[src/rtl/r5fp_round_to_int_unit.sv]
// r5fp_round_to_int_unit
// Rounds an IEEE-754 binary float to an integral value in the same format
// (FROUND semantics) under a dynamic rounding mode. The datapath is purely
// combinational and feeds a single output register stage. It has three parts:
// exponent widen, rounding post-process, and exponent narrow.
module r5fp_round_to_int_unit #(
  parameter int EXP_W = 8,
  parameter int SIG_W = 23
) (
  input  logic                   clk,
  input  logic                   reset,
  input  logic                   valid_i,
  input  logic [EXP_W+SIG_W:0]   a_i,
  input  logic [2:0]             rnd_i,
  output logic                   valid_o,
  output logic [EXP_W+SIG_W:0]   z_o,
  output logic [7:0]             status_o
);

  localparam int W     = EXP_W + SIG_W + 1;
  localparam int MW    = SIG_W + 1;
  localparam int EW    = EXP_W + 1;
  localparam int BIAS_I = (1 << (EXP_W - 1)) - 1;
  localparam int LIM_I  = BIAS_I + SIG_W;

  localparam logic [EW-1:0]    BIAS_W = BIAS_I[EW-1:0];
  localparam logic [EW-1:0]    LIM_W  = LIM_I[EW-1:0];
  localparam logic [EXP_W-1:0] BIAS_X = BIAS_I[EXP_W-1:0];
  localparam logic [EW-1:0]    ONE_E  = {{(EW-1){1'b0}}, 1'b1};
  localparam logic [EXP_W-1:0] ONE_X  = {{(EXP_W-1){1'b0}}, 1'b1};
  localparam logic [MW-1:0]    ONE_M  = {{(MW-1){1'b0}}, 1'b1};

  localparam logic [2:0] RM_RTZ = 3'd1;
  localparam logic [2:0] RM_RDN = 3'd2;
  localparam logic [2:0] RM_RUP = 3'd3;
  localparam logic [2:0] RM_RMM = 3'd4;

  logic             signA;
  logic [EXP_W-1:0] expA;
  logic [SIG_W-1:0] fracA;
  logic [EW-1:0]    expWide;
  logic             isNaN, isInf, isZero, isIntegral, isFrac, halfExp;
  logic [EW-1:0]    shiftAmt;
  logic [MW-1:0]    mant, incr, halfBit, discardMask, trunc, sum;
  logic             guard, sticky, lsb, inexactMid;
  logic             upMid, upFrac, carry;
  logic [W-1:0]     zNext;
  logic [7:0]       statusNext;

  // Operand classification, with the exponent widened by one bit so the
  // integral-limit compare cannot wrap. Subnormals need no renormalisation:
  // they always land in the |a|<1 branch, where only sign and "nonzero" matter.
  always_comb begin
    signA      = a_i[W-1];
    expA       = a_i[W-2:SIG_W];
    fracA      = a_i[SIG_W-1:0];
    expWide    = {1'b0, expA};
    isNaN      = (&expA) & (|fracA);
    isInf      = (&expA) & ~(|fracA);
    isZero     = ~(|expA) & ~(|fracA);
    isIntegral = expWide >= LIM_W;
    isFrac     = expWide < BIAS_W;
    halfExp    = expWide == (BIAS_W - ONE_E);
  end

  // Rounding post-process for 1 <= |a| < 2^SIG_W. The discard position is
  // given by shiftAmt = SIG_W - (exp - bias), which is always in 1..SIG_W here.
  always_comb begin
    shiftAmt    = LIM_W - expWide;
    mant        = {|expA, fracA};
    incr        = ONE_M << shiftAmt;
    halfBit     = incr >> 1;
    discardMask = incr - ONE_M;
    guard       = |(mant & halfBit);
    sticky      = |(mant & (halfBit - ONE_M));
    lsb         = |(mant & incr);
    inexactMid  = |(mant & discardMask);
    trunc       = mant & ~discardMask;
    case (rnd_i)
      RM_RTZ:  upMid = 1'b0;
      RM_RDN:  upMid = signA & inexactMid;
      RM_RUP:  upMid = ~signA & inexactMid;
      RM_RMM:  upMid = guard;
      default: upMid = guard & (sticky | lsb);
    endcase
    // A carry out of the hidden bit wraps sum to zero, which means the
    // result is the next power of two.
    sum   = trunc + (upMid ? incr : '0);
    carry = ~sum[SIG_W];
  end

  // Round-up decision for |a| < 1. The result is either 0 or 1.0.
  always_comb begin
    case (rnd_i)
      RM_RTZ:  upFrac = 1'b0;
      RM_RDN:  upFrac = signA;
      RM_RUP:  upFrac = ~signA;
      RM_RMM:  upFrac = halfExp;
      default: upFrac = halfExp & (|fracA);
    endcase
  end

  // Result selection and exponent narrowing back to EXP_W. The sign is kept
  // on every non-NaN path, including zero results.
  always_comb begin
    zNext      = a_i;
    statusNext = '0;
    if (isNaN) begin
      zNext         = {1'b0, {EXP_W{1'b1}}, 1'b1, {(SIG_W-1){1'b0}}};
      statusNext[2] = ~fracA[SIG_W-1];
    end else if (isInf | isZero | isIntegral) begin
      zNext         = a_i;
      statusNext[0] = isZero;
      statusNext[1] = isInf;
    end else if (isFrac) begin
      zNext         = upFrac ? {signA, BIAS_X, {SIG_W{1'b0}}} : {signA, {(W-1){1'b0}}};
      statusNext[0] = ~upFrac;
      statusNext[5] = 1'b1;
    end else begin
      zNext         = {signA, (carry ? expA + ONE_X : expA), sum[SIG_W-1:0]};
      statusNext[5] = inexactMid;
    end
  end

  // Output register. The result and status hold when no new operand arrives.
  always_ff @(posedge clk or negedge reset) begin
    if (!reset) begin
      valid_o  <= 1'b0;
      z_o      <= '0;
      status_o <= '0;
    end else begin
      valid_o <= valid_i;
      if (valid_i) begin
        z_o      <= zNext;
        status_o <= statusNext;
      end
    end
  end

endmodule

[config.mk]
export PLATFORM = sky130hd
export DESIGN_NAME = r5fp_round_to_int_unit
export DESIGN_NICKNAME = d
export VERILOG_FILES = /design/src/rtl/r5fp_round_to_int_unit.sv
export SDC_FILE = /design/constraint.sdc
export NUM_CORES = 1
export LEC_CHECK = 0
export CAP_MARGIN = 20
export CELL_PAD_IN_SITES_DETAIL_PLACEMENT = 1
export CELL_PAD_IN_SITES_GLOBAL_PLACEMENT = 2
export CORE_UTILIZATION = 35
export CTS_CLUSTER_DIAMETER = 120
export CTS_CLUSTER_SIZE = 30
export DETAILED_ROUTE_END_ITERATION = 16
export GPL_TIMING_DRIVEN = 0
export HOLD_SLACK_MARGIN = 0.06
export PLACE_DENSITY = 0.87
export SYNTH_ARGS = -nofsm -noshare
export SYNTH_HDL_FRONTEND = slang
export SYNTH_SLANG_ARGS = --single-unit
[constraint.sdc]
create_clock -name clk -period 2.47 [get_ports clk]
set_clock_uncertainty 0.15 [all_clocks]
set_input_delay 0.494 -clock clk [delete_from_list [all_inputs] [get_ports clk]]
set_output_delay 0.494 -clock clk [all_outputs]
set_load 0.1 [all_outputs]
* Word-level counts from Yosys, hierarchy flattened
Cells that the tools add are included.
** Word-level totals
- Bits in registers :: 37
- Output and inout bits :: 41
- Word-level logic and storage cells :: 60
** Cells by class
- $add $sub $neg :: 5
- Magnitude comparators :: 2
- Eq/ne operators :: 5
- Shifts and indexed selects :: 1
- Multiplexer cells :: 16
- Bitwise gates (word level) :: 21
- Reductions and logical operators :: 7
** Operator list (count)
- 24-bit bitwise AND :: 4
- 24-bit OR reduction :: 4
- 31-bit two-way mux :: 2
- 32-bit two-way mux :: 1
- 30-bit two-way mux :: 1
- 24-bit adder :: 1
- 24-bit by 23-bit bitwise AND with 24-bit output :: 1
- 24-bit two-way mux :: 1
- 24-bit NOT :: 1
- 1-bit by 9-bit << shifter with 24-bit output, first input constant :: 1
- 23-bit by 1-bit subtractor with 24-bit output, second input constant :: 1
- 24-bit by 1-bit subtractor with 24-bit output, second input constant :: 1
- 23-bit OR reduction :: 1
- 8-bit by 8-bit subtractor with 9-bit output, first input constant :: 1
- 8-bit by 1-bit adder with 8-bit output, second input constant :: 1
- 8-bit by 7-bit == test with 1-bit output, second input constant :: 1
- 8-bit >= comparator, second input constant :: 1
- 8-bit by 7-bit less-than comparator with 1-bit output, second input constant :: 1
- 8-bit two-way mux :: 1
- 1-bit one-hot mux with 4 select lines :: 2
- 8-bit AND reduction :: 1
- 8-bit OR reduction :: 1
- 1-bit bitwise AND :: 7
- 1-bit two-way mux :: 7
- other kinds (6) :: 13

* Depth between registers and ports, before layout
- Word-level depth :: 14
- Gate-level depth with buffers :: 38

* Worst setup path before layout
No wires, ideal clock.
- Kind :: input to register
- From :: input port a_i[23]
- To :: register z_o[26]
- Library setup time :: 94 ps
- Data arrival time :: 7674 ps
- Required time :: 2226 ps
- Setup slack :: -5448 ps
- Stages :: 35
- Cell sequence :: buf_4 > clkbuf_1 > inv_1 > clkbuf_1 > ha_1 > buf_2 > buf_1 > nor3_1 > nand3_1 > ha_1 > clkbuf_1 > o31a_1 > o21a_1 > a2111oi_0 > nand4_1 > o41ai_2 > a21oi_2 > buf_6 > nand3_1 > inv_1 > ha_1 > a211oi_1 > o21a_1 > o31ai_1 > o31ai_1 > o211ai_1 > nor4_1 > o311ai_0 > o211ai_1 > clkbuf_1 > mux2_2 > or2_2 > o311ai_1 > a21oi_1 > a211oi_1
** Between the ends
- Cells in the longest elaborated chain, start to end :: 14
** RTL lines
- from (decl) :: line 13 : input logic [EXP_W+SIG_W:0] a_i,
- 8-bit by 8-bit subtractor with 9-bit output :: line 69 : shiftAmt = LIM_W - expWide;
- 1-bit by 9-bit << shifter with 24-bit output :: line 71 : incr = ONE_M << shiftAmt;
- 23-bit by 1-bit subtractor with 24-bit output :: line 75 : sticky = |(mant & (halfBit - ONE_M));
- 24-bit bitwise AND :: line 75
- 24-bit OR reduction :: line 75
- 1-bit OR :: line 84 : default: upMid = guard & (sticky | lsb);
- 1-bit bitwise AND :: line 84
- 1-bit one-hot mux with 4 select lines :: line 79 : case (rnd_i)
- 24-bit two-way mux :: line 88 : sum = trunc + (upMid ? incr : '0);
- 24-bit adder :: line 88
- 8-bit two-way mux :: line 120 : zNext = {signA, (carry ? expA + ONE_X : expA), sum[SIG_W-1:0]};
- 31-bit two-way mux :: line 115 : end else if (isFrac) begin
- 31-bit two-way mux :: line 111 : end else if (isInf | isZero | isIntegral) begin
- 32-bit two-way mux (*) :: line 108 : if (isNaN) begin
- to (signal assigned) :: line 134 : z_o <= zNext;
- to (decl) :: line 16 : output logic [EXP_W+SIG_W:0] z_o,
Mark *: on every way between the ends. The rest lies on a longest branch, timed or not.
A chain may end at the register's enable or synchronous reset.

* Worst setup path after layout
- From :: input port a_i[23]
- To :: register status_o[5]
** Between the ends
- Cells in the longest elaborated chain, start to end :: 8
** RTL lines
- 8-bit by 8-bit subtractor with 9-bit output :: line 69
- 1-bit by 9-bit << shifter with 24-bit output :: line 71
- 24-bit by 1-bit subtractor with 24-bit output :: line 73 : discardMask = incr - ONE_M;
- 24-bit bitwise AND :: line 77 : inexactMid = |(mant & discardMask);
- 24-bit OR reduction :: line 77
- 1-bit two-way mux :: line 115
- 1-bit two-way mux :: line 111
- 1-bit two-way mux (*) :: line 108
- to (signal assigned) :: line 135 : status_o <= statusNext;
- to (decl) :: line 17 : output logic [7:0] status_o
Marked as above.

==> metrics.md <==
| Metric | Value |
|---|---|
| Drt initial violations | `around 630` |
| Worst path slowest cell | `a2111oi_4` |
| Maximum clock path buffer count | `2` |
| Synth unique cells | `86` |
| Die height | `~130 um` |
| Final setup violation count | `37` |
| Count leader, synth | `nor2_1` |
| Vias/cell | `between 6 and 7` |
| Worst slack, placed | `-6.78 ns` |
| First-pass GRT wire length | `a little under 50 mm` |
| RSZ-0062 raised after global routing | `true` |
| Synth-to-layout area growth | `53.4%` |
| Synth area leaders | `dfrtp_1 (16%), ha_1 (6.7%), nor2_1 (5.8%), nand2_1 (4.9%), o21ai_0 (4.4%)` |
| Asr flop ratio synth | `100%` |
| Endpoints failing hold | `0` |
| Worst Path Required | `between 2 and 3 ns` |
| Antenna Violating Nets Remaining | `0` |
| Top cell type by total area after synthesis | `dfrtp_1` |
| Synth warn | `0` |
| Crit path max-delay family | `buffers and inverters` |
| Critical-path maximum fanout | `6` |
| Routed len/inst | `between 20 and 30 um` |
| Cts bufs inserted | `5` |
| Final nets | `approximately 1.0k` |
| Max stage delay on crit path | `around 0.42 ns` |
| Period utilization | `305%` |
| IO Count | `79` |
| Core area | `~16000 um^2` |
| Register bit total from synthesis | `37` |
| GRT overflow | `0` |
| Vias in the first global route | `7944` |
| Setup_tns | `-135.81 ns` |
| Hold Buf Count CTS | `0` |
| Cells after Synth | `between 700 and 800` |
| Top cell by count, worst path | `buf_4` |
| RePlAce Congestion | `0.957` |
| Mapped cell area | `5630 um^2` |
| Share of cells above drive strength 1 | `between 30% and 40%` |
| Routed WL | `approximately 35 mm` |
| Buffers on Ports | `67` |
| Crit path launch type | `primary input` |
| TritonCTS clock tree | `built` |
| CTS H-Tree Depth | `2` |
| Worst Max-Slew Pin Slew | `between 1 and 1.5 ns` |
| Vias | `~8k` |
| All-Layer GR Usage | `approximately two fifths` |
| CP Depth | `between 40 and 50` |
| Fill cells | `roughly 1.9k` |
| Yosys top cell area share | `roughly 16%` |
| Number of max-cap violations | `0` |
| Skew-Pair Late Insertion Delay | `roughly 0.29 ns` |
| Lkg Pwr | `3.51 nW` |
| Failing checks | `setup timing` |
| Initial Util | `35.7%` |
| Pwr dens | `about 350 nW/um^2` |
| WHS | `between 0.15 and 0.2 ns` |
| # clock sinks | `37` |
| Slew Limit Fails | `0` |
| Detailed placer's ending HPWL | `23.4 mm` |
| Post-synthesis sequential area ratio | `16.4%` |
| VDD IR max | `0.273 mV` |
| R2R depth | `4` |
| EDFF count, synth | `0` |
| Residual DRC count | `0` |
| Crit path capture type | `flip-flop` |
| F_max | `0.133 GHz` |
| Die Width | `roughly 130 um` |
| Post-synth top cells | `nor2_1 (87), nand2_1 (74), o21ai_0 (49)` |
| Worst Path Buf+Inv | `30` |
| Status | `finished, violations left` |
| Synthesized area per cell | `slightly above 7 um^2` |
| CP arrival | `between 7 and 8 ns` |
| HP Class | `in -> async` |
| CP Class | `in -> reg` |
| Die Area | `between 15000 and 20000 um^2` |
| Setup ws final | `-5.07 ns` |
| Rel. slew slack | `26.5%` |
| Clk slew on worst S/H paths | `approximately 0.06 ns` |
| Root Driver | `clkbuf_16` |
| Initial antenna violation count | `1` |
| Power Total | `3.02 mW` |
| Drt pass-1 iters | `6` |
| Cell Rows | `46` |
| Top FF cell, synth | `dfrtp_1` |
| Tmin final | `roughly 7.5 ns` |
| Largest net degree at the start of global routing | `38` |
-- power breakdown --
part / internal [mW] / leakage [nW] / switching [mW] / total [mW]
clock: 0.372 / 0.0706 / 0.287 / 0.658
combinational: 0.492 / 2.97 / 1.18 / 1.67
sequential: 0.658 / 0.472 / 0.0321 / 0.690
-- flip-flops by register name (all words and copies together) (netlist names) --
signal    count
valid_o       1
z_o          32
status_o      4
-- repair_timing --
action | 4_1_cts | 5_1_grt
pin swaps | 57 | 56
gates cloned | 1 | 0
setup buffers | 86 | 22
gates resized for setup | 110 | 85
endpoints found under the setup margin | 36 | 42
-- routing by layer --
metal | global-route usage (%) | up-vias | routed length (um)
li1 | - | 3334 | -
met1 | 47.5 | 3943 | 13400
met2 | 66.7 | 530 | 16100
met3 | 9.56 | 174 | 3210
met4 | 22.8 | 0 | 2200
met5 | 0 | - | 0
-- through the flow --
| stage | cell area, um^2 | cells | util (%) |
|---|---|---|---|
| after global placement | 6960 | 1065 | 44.1 |
| after floorplan | 6010 | 782 | - |
| after detailed placement | 6950 | 1065 | 44.1 |
| after CTS | 8180 | 1160 | 51.8 |
| final | 8640 | 1182 | 54.8 |
| after global routing | 8630 | 1181 | 54.8 |
-- path summary, 6_finish.rpt --
kind | start | end | slack (ns)
min | reset | z_o[26]$_DFFE_PN0P_ | 0.16
min in group clk | z_o[14]$_DFFE_PN0P_ | z_o[14]$_DFFE_PN0P_ | 0.33
min reg2reg | z_o[14]$_DFFE_PN0P_ | z_o[14]$_DFFE_PN0P_ | 0.33
max | a_i[23] | status_o[5]$_DFFE_PN0P_ | -5.07
max reg2reg | z_o[22]$_DFFE_PN0P_ | z_o[22]$_DFFE_PN0P_ | 1.03
max in group asynchronous | reset | z_o[0]$_DFFE_PN0P_ | 1.44
-- cells by family (layout without fill, tap and decap cells) --
family          after synthesis  in the layout  synth area share [%]
simple gates                305            305                  26.2
flops                        37             37                  16.4
fa+ha+maj                    31             31                  7.02
other cells                   1              5                0.0666
xor+xnor                     22             22                  3.42
buf+inv                      84            267                  6.71
mux                          18             18                  3.73
compound gates              281            281                  36.4
-- placed cells by master (no fill, tap or decap), types with 11 or more instances in the layout --
cell,n
buf_4,109
ha_1,22
inv_1,24
nor3_1,21
nor2_1,80
o21ai_2,11
clkbuf_1,15
o21a_1,12
nand3_1,26
clkdlybuf4s50_1,49
a21oi_1,36
a22oi_1,13
o2bb2ai_1,21
o21ai_0,33
dfrtp_1,37
nand2_1,64
buf_6,13
xnor2_1,13
-- final cells by class --
type	count	area, um^2	area share, %
sequential	37	926	10.7
buffer	53	502	5.81
tap	216	270	3.13
timing repair buffer	176	1500	17.4
antenna	1	2.50	0.0290
multi-input combinational	661	5180	60.0
clock inverter	2	10.0	0.116
inverter	30	119	1.38
clock buffer	6	129	1.49
(Power assumes the default switching activity.)
